--- src/rtl/line_stream_feeder_if.sv ---
// Bundles the pixel-RAM read port and the output beat stream of
// line_stream_feeder.
//   master : feeder side (drives RAM reads and output beats)
//   slave  : environment side (RAM model and line-buffer consumer)
// Signals:
//   mem_rd_en / mem_addr  - RAM read strobe and word address
//   mem_rdata             - RAM data, one cycle after mem_rd_en
//   data_out / out_valid  - output beat and its valid
//   out_ready             - consumer accepts the beat
//   row_last / frame_last - end-of-row / end-of-frame beat tags
interface line_stream_feeder_if #(
  parameter int DATA_WIDTH = 16,
  parameter int STRIDE     = 2,
  parameter int ADDR_WIDTH = 16
);
  logic                           mem_rd_en;
  logic [ADDR_WIDTH-1:0]          mem_addr;
  logic [DATA_WIDTH*STRIDE-1:0]   mem_rdata;
  logic [DATA_WIDTH*STRIDE-1:0]   data_out;
  logic                           out_valid;
  logic                           out_ready;
  logic                           row_last;
  logic                           frame_last;

  modport master (
    output mem_rd_en, mem_addr, data_out, out_valid, row_last, frame_last,
    input  mem_rdata, out_ready
  );

  modport slave (
    input  mem_rd_en, mem_addr, data_out, out_valid, row_last, frame_last,
    output mem_rdata, out_ready
  );
endinterface

--- src/rtl/line_stream_feeder.sv ---
// Producer side of the line-buffer pixel stream. Walks a zero-padded
// IMAGE_DIM x IMAGE_DIM frame row by row, reading image words from a
// synchronous pixel RAM and synthesising all-zero padding beats, and emits
// one STRIDE-pixel beat per cycle through a 2-entry output FIFO.
// Ports:
//   clk        - clock
//   reset      - synchronous active-low reset
//   start      - frame start request, honoured only while idle
//   base_addr  - RAM word address of pixel (0,0), latched on start
//   busy       - frame in progress
//   done       - one-cycle pulse after the final beat is accepted
//   bus        - RAM read port and output stream (master modport)
module line_stream_feeder #(
  parameter int IMAGE_DIM  = 224,
  parameter int STRIDE     = 2,
  parameter int DATA_WIDTH = 16,
  parameter int PAD_BEATS  = 1,
  parameter int PAD_ROWS   = 1,
  parameter int ADDR_WIDTH = 16
) (
  input  logic                  clk,
  input  logic                  reset,
  input  logic                  start,
  input  logic [ADDR_WIDTH-1:0] base_addr,
  output logic                  busy,
  output logic                  done,
  line_stream_feeder_if.master  bus
);
  localparam int WORDS = IMAGE_DIM / STRIDE;
  localparam int WB    = WORDS + 2 * PAD_BEATS;
  localparam int H     = IMAGE_DIM + 2 * PAD_ROWS;
  localparam int CW    = $clog2(WB + 1);
  localparam int RW    = $clog2(H + 1);
  localparam int BW    = DATA_WIDTH * STRIDE;

  typedef enum logic [1:0] {IDLE, GEN, DRAIN, FIN} state_e;

  typedef struct packed {
    logic          frame_last;
    logic          row_last;
    logic [BW-1:0] data;
  } beat_t;

  state_e                state_q, state_d;
  logic [RW-1:0]         row_q, row_d;
  logic [CW-1:0]         col_q, col_d;
  logic [ADDR_WIDTH-1:0] addr_q, addr_d;   // next image word, row-major
  logic                  s1_valid_q, s1_zero_q, s1_row_last_q, s1_frame_last_q;
  beat_t                 fifo_q [2];
  logic                  wr_ptr_q, rd_ptr_q;
  logic [1:0]            count_q;

  logic  gen, img_beat, row_end, last_beat, pop, push;
  beat_t push_beat, head;

  assign row_end   = (col_q == CW'(WB - 1));
  assign last_beat = row_end && (row_q == RW'(H - 1));
  assign img_beat  = (int'(row_q) >= PAD_ROWS) && (int'(row_q) < PAD_ROWS + IMAGE_DIM) &&
                     (int'(col_q) >= PAD_BEATS) && (int'(col_q) < WB - PAD_BEATS);
  assign pop       = bus.out_valid && bus.out_ready;
  assign push      = s1_valid_q;

  // Credit counts the slot freed by this cycle's pop, so a steady stream
  // with out_ready held high never bubbles, while occupancy plus the beat
  // in flight can never exceed the two FIFO entries.
  always_comb begin
    // NOTE: every combinational output gets a default first so no latch is inferred.
    gen = 1'b0;
    if (state_q == GEN)
      gen = (int'(count_q) - int'(pop) + int'(s1_valid_q)) < 2;
  end

  // FSM: state register
  always_ff @(posedge clk) begin
    // NOTE: sequential state uses non-blocking assignments only.
    if (!reset) state_q <= IDLE;
    else        state_q <= state_d;
  end

  // FSM: next state
  always_comb begin
    state_d = state_q;
    unique case (state_q)
      IDLE:    if (start) state_d = GEN;
      GEN:     if (gen && last_beat) state_d = DRAIN;
      // Leave as soon as the last beat is being accepted, so done follows
      // the final transfer by one edge.
      DRAIN:   if (!s1_valid_q && (count_q == 2'd0 || (count_q == 2'd1 && pop)))
                 state_d = FIN;
      FIN:     state_d = IDLE;
      default: state_d = IDLE;
    endcase
  end

  // FSM: outputs
  always_comb begin
    busy          = (state_q == GEN) || (state_q == DRAIN);
    done          = (state_q == FIN);
    bus.mem_rd_en = gen && img_beat;
    bus.mem_addr  = (gen && img_beat) ? addr_q : '0;
  end

  // Frame counters and image word address
  always_comb begin
    row_d  = row_q;
    col_d  = col_q;
    addr_d = addr_q;
    if (state_q == IDLE && start) begin
      row_d  = '0;
      col_d  = '0;
      addr_d = base_addr;
    end else if (gen) begin
      if (img_beat) addr_d = addr_q + ADDR_WIDTH'(1);
      if (row_end) begin
        col_d = '0;
        if (row_q != RW'(H - 1)) row_d = row_q + RW'(1);
      end else begin
        col_d = col_q + CW'(1);
      end
    end
  end

  always_ff @(posedge clk) begin
    if (!reset) begin
      row_q           <= '0;
      col_q           <= '0;
      addr_q          <= '0;
      s1_valid_q      <= 1'b0;
      s1_zero_q       <= 1'b0;
      s1_row_last_q   <= 1'b0;
      s1_frame_last_q <= 1'b0;
      wr_ptr_q        <= 1'b0;
      rd_ptr_q        <= 1'b0;
      count_q         <= '0;
    end else begin
      row_q           <= row_d;
      col_q           <= col_d;
      addr_q          <= addr_d;
      s1_valid_q      <= gen;
      s1_zero_q       <= !img_beat;
      s1_row_last_q   <= row_end;
      s1_frame_last_q <= last_beat;
      wr_ptr_q        <= wr_ptr_q ^ push;
      rd_ptr_q        <= rd_ptr_q ^ pop;
      count_q         <= count_q + {1'b0, push} - {1'b0, pop};
    end
  end

  // Stage 1: RAM data arrives now; padding beats substitute zeros.
  always_comb begin
    push_beat.frame_last = s1_frame_last_q;
    push_beat.row_last   = s1_row_last_q;
    push_beat.data       = s1_zero_q ? '0 : bus.mem_rdata;
  end

  // NOTE: FIFO storage is not reset; the head is gated by out_valid instead.
  always_ff @(posedge clk) begin
    if (push) fifo_q[wr_ptr_q] <= push_beat;
  end

  assign head           = fifo_q[rd_ptr_q];
  assign bus.out_valid  = (count_q != 2'd0);
  assign bus.data_out   = bus.out_valid ? head.data : '0;
  assign bus.row_last   = bus.out_valid && head.row_last;
  assign bus.frame_last = bus.out_valid && head.frame_last;
endmodule

--- src/flat_wrapper.sv ---
// flat-port wrapper written by rule: the top's interface ports become plain ports
module line_stream_feeder_flat 
#(
  parameter int IMAGE_DIM  = 224,
  parameter int STRIDE     = 2,
  parameter int DATA_WIDTH = 16,
  parameter int PAD_BEATS  = 1,
  parameter int PAD_ROWS   = 1,
  parameter int ADDR_WIDTH = 16
)
  (clk, reset, start, base_addr, busy, done, bus_mem_rd_en, bus_mem_addr, bus_data_out, bus_out_valid, bus_row_last, bus_frame_last, bus_mem_rdata, bus_out_ready);
  line_stream_feeder_if #(.DATA_WIDTH(DATA_WIDTH), .STRIDE(STRIDE), .ADDR_WIDTH(ADDR_WIDTH)) bus_i ();
  input  logic clk;
  input  logic reset;
  input  logic start;
  input  logic [ADDR_WIDTH-1:0] base_addr;
  output logic busy;
  output logic done;
  output wire logic [$bits(bus_i.mem_rd_en)-1:0] bus_mem_rd_en;
  output wire logic [$bits(bus_i.mem_addr)-1:0] bus_mem_addr;
  output wire logic [$bits(bus_i.data_out)-1:0] bus_data_out;
  output wire logic [$bits(bus_i.out_valid)-1:0] bus_out_valid;
  output wire logic [$bits(bus_i.row_last)-1:0] bus_row_last;
  output wire logic [$bits(bus_i.frame_last)-1:0] bus_frame_last;
  input wire logic [$bits(bus_i.mem_rdata)-1:0] bus_mem_rdata;
  input wire logic [$bits(bus_i.out_ready)-1:0] bus_out_ready;
  assign bus_mem_rd_en = bus_i.mem_rd_en;
  assign bus_mem_addr = bus_i.mem_addr;
  assign bus_data_out = bus_i.data_out;
  assign bus_out_valid = bus_i.out_valid;
  assign bus_row_last = bus_i.row_last;
  assign bus_frame_last = bus_i.frame_last;
  assign bus_i.mem_rdata = bus_mem_rdata;
  assign bus_i.out_ready = bus_out_ready;
  line_stream_feeder #(.IMAGE_DIM(IMAGE_DIM), .STRIDE(STRIDE), .DATA_WIDTH(DATA_WIDTH), .PAD_BEATS(PAD_BEATS), .PAD_ROWS(PAD_ROWS), .ADDR_WIDTH(ADDR_WIDTH)) u_core (.clk(clk), .reset(reset), .start(start), .base_addr(base_addr), .busy(busy), .done(done), .bus(bus_i));
endmodule
--- config.mk ---
export PLATFORM = sky130hd
export DESIGN_NAME = line_stream_feeder_flat
export DESIGN_NICKNAME = d
export VERILOG_FILES = /design/src/rtl/line_stream_feeder_if.sv /design/src/rtl/line_stream_feeder.sv /design/src/flat_wrapper.sv
export SDC_FILE = /design/constraint.sdc
export NUM_CORES = 1
export LEC_CHECK = 0
export ABC_AREA = 1
export ABC_CLOCK_PERIOD_IN_PS = 2780
export BUFFER_PORTS_ARGS = -buffer_cell sky130_fd_sc_hd__buf_2
export CORE_ASPECT_RATIO = 1.1
export CORE_UTILIZATION = 51
export CTS_CLUSTER_SIZE = 24
export DETAILED_ROUTE_END_ITERATION = 8
export PLACE_DENSITY = 0.77
export SLEW_MARGIN = 10
export SYNTH_ARGS = -nofsm -noshare
export SYNTH_HDL_FRONTEND = slang
export SYNTH_SLANG_ARGS = --single-unit
--- constraint.sdc ---
create_clock -name clk -period 2.78 [get_ports clk]
set_input_delay 0.417 -clock clk [delete_from_list [all_inputs] [get_ports clk]]
set_output_delay 0.417 -clock clk [all_outputs]
set_load 0.1 [all_outputs]
==> reports/metrics.yaml <==
sta:
  fin_skew_ns: 0.00994
  finalHoldViolations: 0
  setup_repair_after_global_routing_missed_its_margin: "true"
  setup_viol: 17
  max-slew-margin-rel: 0.327
  finalWorstPathRequiredPeriod_ns: 3.05
  final-max-slew-violation-count: 0
  worst-slew-pin-transition_ns: 1.00
  timing.hold.ws_ns: 0.398
  fin_crit_sh: 1.10
  fmaxAchievable_ghz: 0.328
  final.setup.worst_slack_ns: -0.273
  tns_ns: -4.21
detailed_routing:
  route.detailed.wl_per_inst_um: 13.0
  drt-pass1-iter-count: 4
  routed_wl_um: 12700
  routed-via-count: 4979
  detail_route.vias_per_cell: 5.08
  drt_first_iter_violations: 241
  drc: 0
  ant_nets: 0
synthesis:
  synth.top_cell.area_share: 0.356
  synthDistinctLibCells: 32
  post_synth_main_area_contributors: "sky130_fd_sc_hd__edfxtp_1 (36%), sky130_fd_sc_hd__dfxtp_1 (15%), sky130_fd_sc_hd__nand2_1 (12%), sky130_fd_sc_hd__nor2_1 (7.8%), sky130_fd_sc_hd__inv_1 (5.6%)"
  synth.yosys.warnings: 0
  proportion_of_synthesized_chip_area_in_sequential_cells: 0.502
  synthesis.area_um2: 5740
  synthDominantAreaCellType: "sky130_fd_sc_hd__edfxtp_1"
  postSynthCellCount: 718
  syn-mean-instance-area_um2: 7.99
  synth.net_count: 793
  number_of_synthesized_register_bits: 110
placement:
  gp_congestion: 0.884
  place.detailed.hpwl_um: 8610
  port-buffer-count: 105
floorplanning:
  num_io_pins: 106
  die_h_um: 113
  initial_core_util: 0.524
  placeableCoreArea_um2: 11000
  die_area_um2: 11700
  core.rowCount: 40
  die_w_um: 103
finish:
  area.growth.synth_to_final_pct: 26.6
  layout.cells.most_common: "sky130_fd_sc_hd__nand2_1"
  n_fill_cell: 907
  insertedDiodeCount: 0
  fin_nets: 904
  layout_common_cells: "sky130_fd_sc_hd__nand2_1 (183), sky130_fd_sc_hd__nor2_1 (100), sky130_fd_sc_hd__buf_2 (88)"
  drive_gt1_frac: 0.252
critical_path:
  end_kind: "output port"
  path_max_fanout: 8
  critical_path_arrival_ns: 2.64
  crit_path_start_kind: "flip-flop"
  critical_path_class: "reg2out"
  cp_data_required_time_ns: 2.36
clock_tree:
  clock_sink_count: 110
  ctsRootBufferMaster: "sky130_fd_sc_hd__clkbuf_16"
  insertion_delay_ns: 0.34
  holdBufCountCts: 0
  tritoncts: "done"
  cts.reportedPaths.clkPinSlew_ns: 0.08
  cts_inserted_buffers: 9
  clock_tree.htree_level_count: 3
  number_of_buffers_on_the_longest_clock_path: 2
global_route:
  gr-total-overflow: 0
  grt_antenna_before_repair: 0
  first_global_vias: 4684
  grt_start_max_net_pins: 36
  globalRouteMet2Util: 0.408
  grt.met3_usage: 0.0389
  grt_pass1_wl_um: 20300
  grt.met1_usage: 0.251
  grt-busiest-layer: "met2"
  global_route.usage.total: 0.221
min_path:
  hp-class: "in2reg"
flow_run:
  max-cap-violations: 0
power:
  max_ir_drop_vdd_mv: 0.977
  cellPowerDensity_nw_per_um2: 859
  leakagePower_nw: 3.18
run_status:
  run_status: "finished, violations left"
  violations: "setup timing"
[state kept, by name, indices dropped and copies added, names as in the netlist, 2 cells and up, named ones only]
| name | flops |
|---|---|
| u_core.addr_q | 16 |
| u_core.col_q | 7 |
| u_core.count_q | 2 |
| u_core.fifo_q | 68 |
| u_core.row_q | 8 |
| u_core.state_q | 2 |
[power breakdown]
part | internal [W] | switching, W | leakage, nW | total [W]
logic | 0.000638 | 0.00214 | 2.06 | 0.00277
clock network | 0.000718 | 0.000593 | 0.150 | 0.00131
registers | 0.00200 | 0.000155 | 0.969 | 0.00215
total | 0.00335 | 0.00288 | 3.18 | 0.00624
[path summary, 6_finish.rpt]
kind	slack, ns	from	cells past startpoint	to
worst max register to register	0.25	u_core.count_q[1]$_SDFF_PN0_	20	u_core.row_q[5]$_SDFFE_PP0P_
worst max-delay path	-0.27	u_core.count_q[1]$_SDFF_PN0_	19	bus_mem_addr[13]
worst min register to register	0.43	u_core.s1_row_last_q$_SDFF_PN0_	0	u_core.fifo_q[0][32]$_DFFE_PP_
worst min-delay path	0.40	base_addr[7]	5	u_core.addr_q[7]$_SDFFE_PN0P_
[synthesized netlist by cell type, drive strengths merged]
cell type    n
a22oi        1
inv         92
nand3       35
or2          1
dfxtp       42
o21ai       17
nor3         5
xor2         8
edfxtp      68
nand4        9
buf          9
clkinv       4
nand2      200
a21oi       60
nor2       124
clkbuf      16
o21bai       1
ha          23
xnor2        3
[cell families (layout without fill, tap and decap cells)]
logic type | count (synthesis) | count (layout) | synth area share
AO/OA/AOI/OAI | 79 | 79 | 0.0724
XOR/XNOR | 11 | 11 | 0.0168
adder cells (fa/ha/maj) | 23 | 23 | 0.0502
buffers and inverters | 121 | 237 | 0.0861
flip-flops | 110 | 110 | 0.502
AND/OR/NAND/NOR | 374 | 374 | 0.272
[per-stage QoR]
| step | cells | setup WS (ns) | power (W) | area [µm²] | utilization |
|---|---|---|---|---|---|
| 2_1_floorplan | 718 | -0.941 | 0.00438 | 5900 | - |
| 3_3_place_gp | 959 | -0.183 | 0.00481 | 6820 | 0.623 |
| 3_5_place_dp | 959 | -0.250 | 0.00489 | 6820 | 0.623 |
| 4_1_cts | 980 | -0.352 | 0.00623 | 7230 | 0.660 |
| 5_1_grt | 981 | -0.442 | 0.00658 | 7260 | 0.663 |
| 6_report | 981 | -0.273 | 0.00624 | 7260 | 0.663 |
[critical path, stage by stage (launching register included)]
cell	delay, ns
sky130_fd_sc_hd__dfxtp_2	0.34
sky130_fd_sc_hd__nor2_4	0.13
sky130_fd_sc_hd__nor2_4	0.04
sky130_fd_sc_hd__nand2_2	0.09
sky130_fd_sc_hd__inv_2	0.06
sky130_fd_sc_hd__ha_4	0.22
sky130_fd_sc_hd__inv_4	0.05
sky130_fd_sc_hd__ha_4	0.13
sky130_fd_sc_hd__inv_4	0.04
sky130_fd_sc_hd__ha_4	0.25
sky130_fd_sc_hd__nand2_2	0.04
sky130_fd_sc_hd__nor2_2	0.09
sky130_fd_sc_hd__nand2_1	0.06
sky130_fd_sc_hd__nand2_2	0.09
sky130_fd_sc_hd__nand2_4	0.06
sky130_fd_sc_hd__nor2_4	0.10
sky130_fd_sc_hd__buf_6	0.14
sky130_fd_sc_hd__inv_12	0.06
sky130_fd_sc_hd__nor2_4	0.13
sky130_fd_sc_hd__buf_12	0.18
[metal layers]
layer | routed length, µm | share of wire
met3 | 720 | 0.057
met2 | 6640 | 0.52
met5 | 0 | 0
met4 | 237 | 0.019
met1 | 5120 | 0.40
[what timing repair did]
item | in CTS | in global routing
pin swaps | 11 | 12
endpoints found under the setup margin | 17 | 20
gates cloned | 1 | 0
gates resized for setup | 18 | 7
buffers inserted | 4 | 1
[cell type report]
cell class | count | area [µm²] | share of cell area
sequential | 110 | 2890 | 0.397
clock inverter | 6 | 76.3 | 0.0105
tap | 147 | 184 | 0.0253
timing repair inverter | 1 | 11.3 | 0.00155
multi-input combinational | 487 | 2570 | 0.354
timing repair buffer | 124 | 931 | 0.128
clock buffer | 10 | 229 | 0.0315
inverter | 96 | 379 | 0.0522
(Power assumes the default switching activity.)
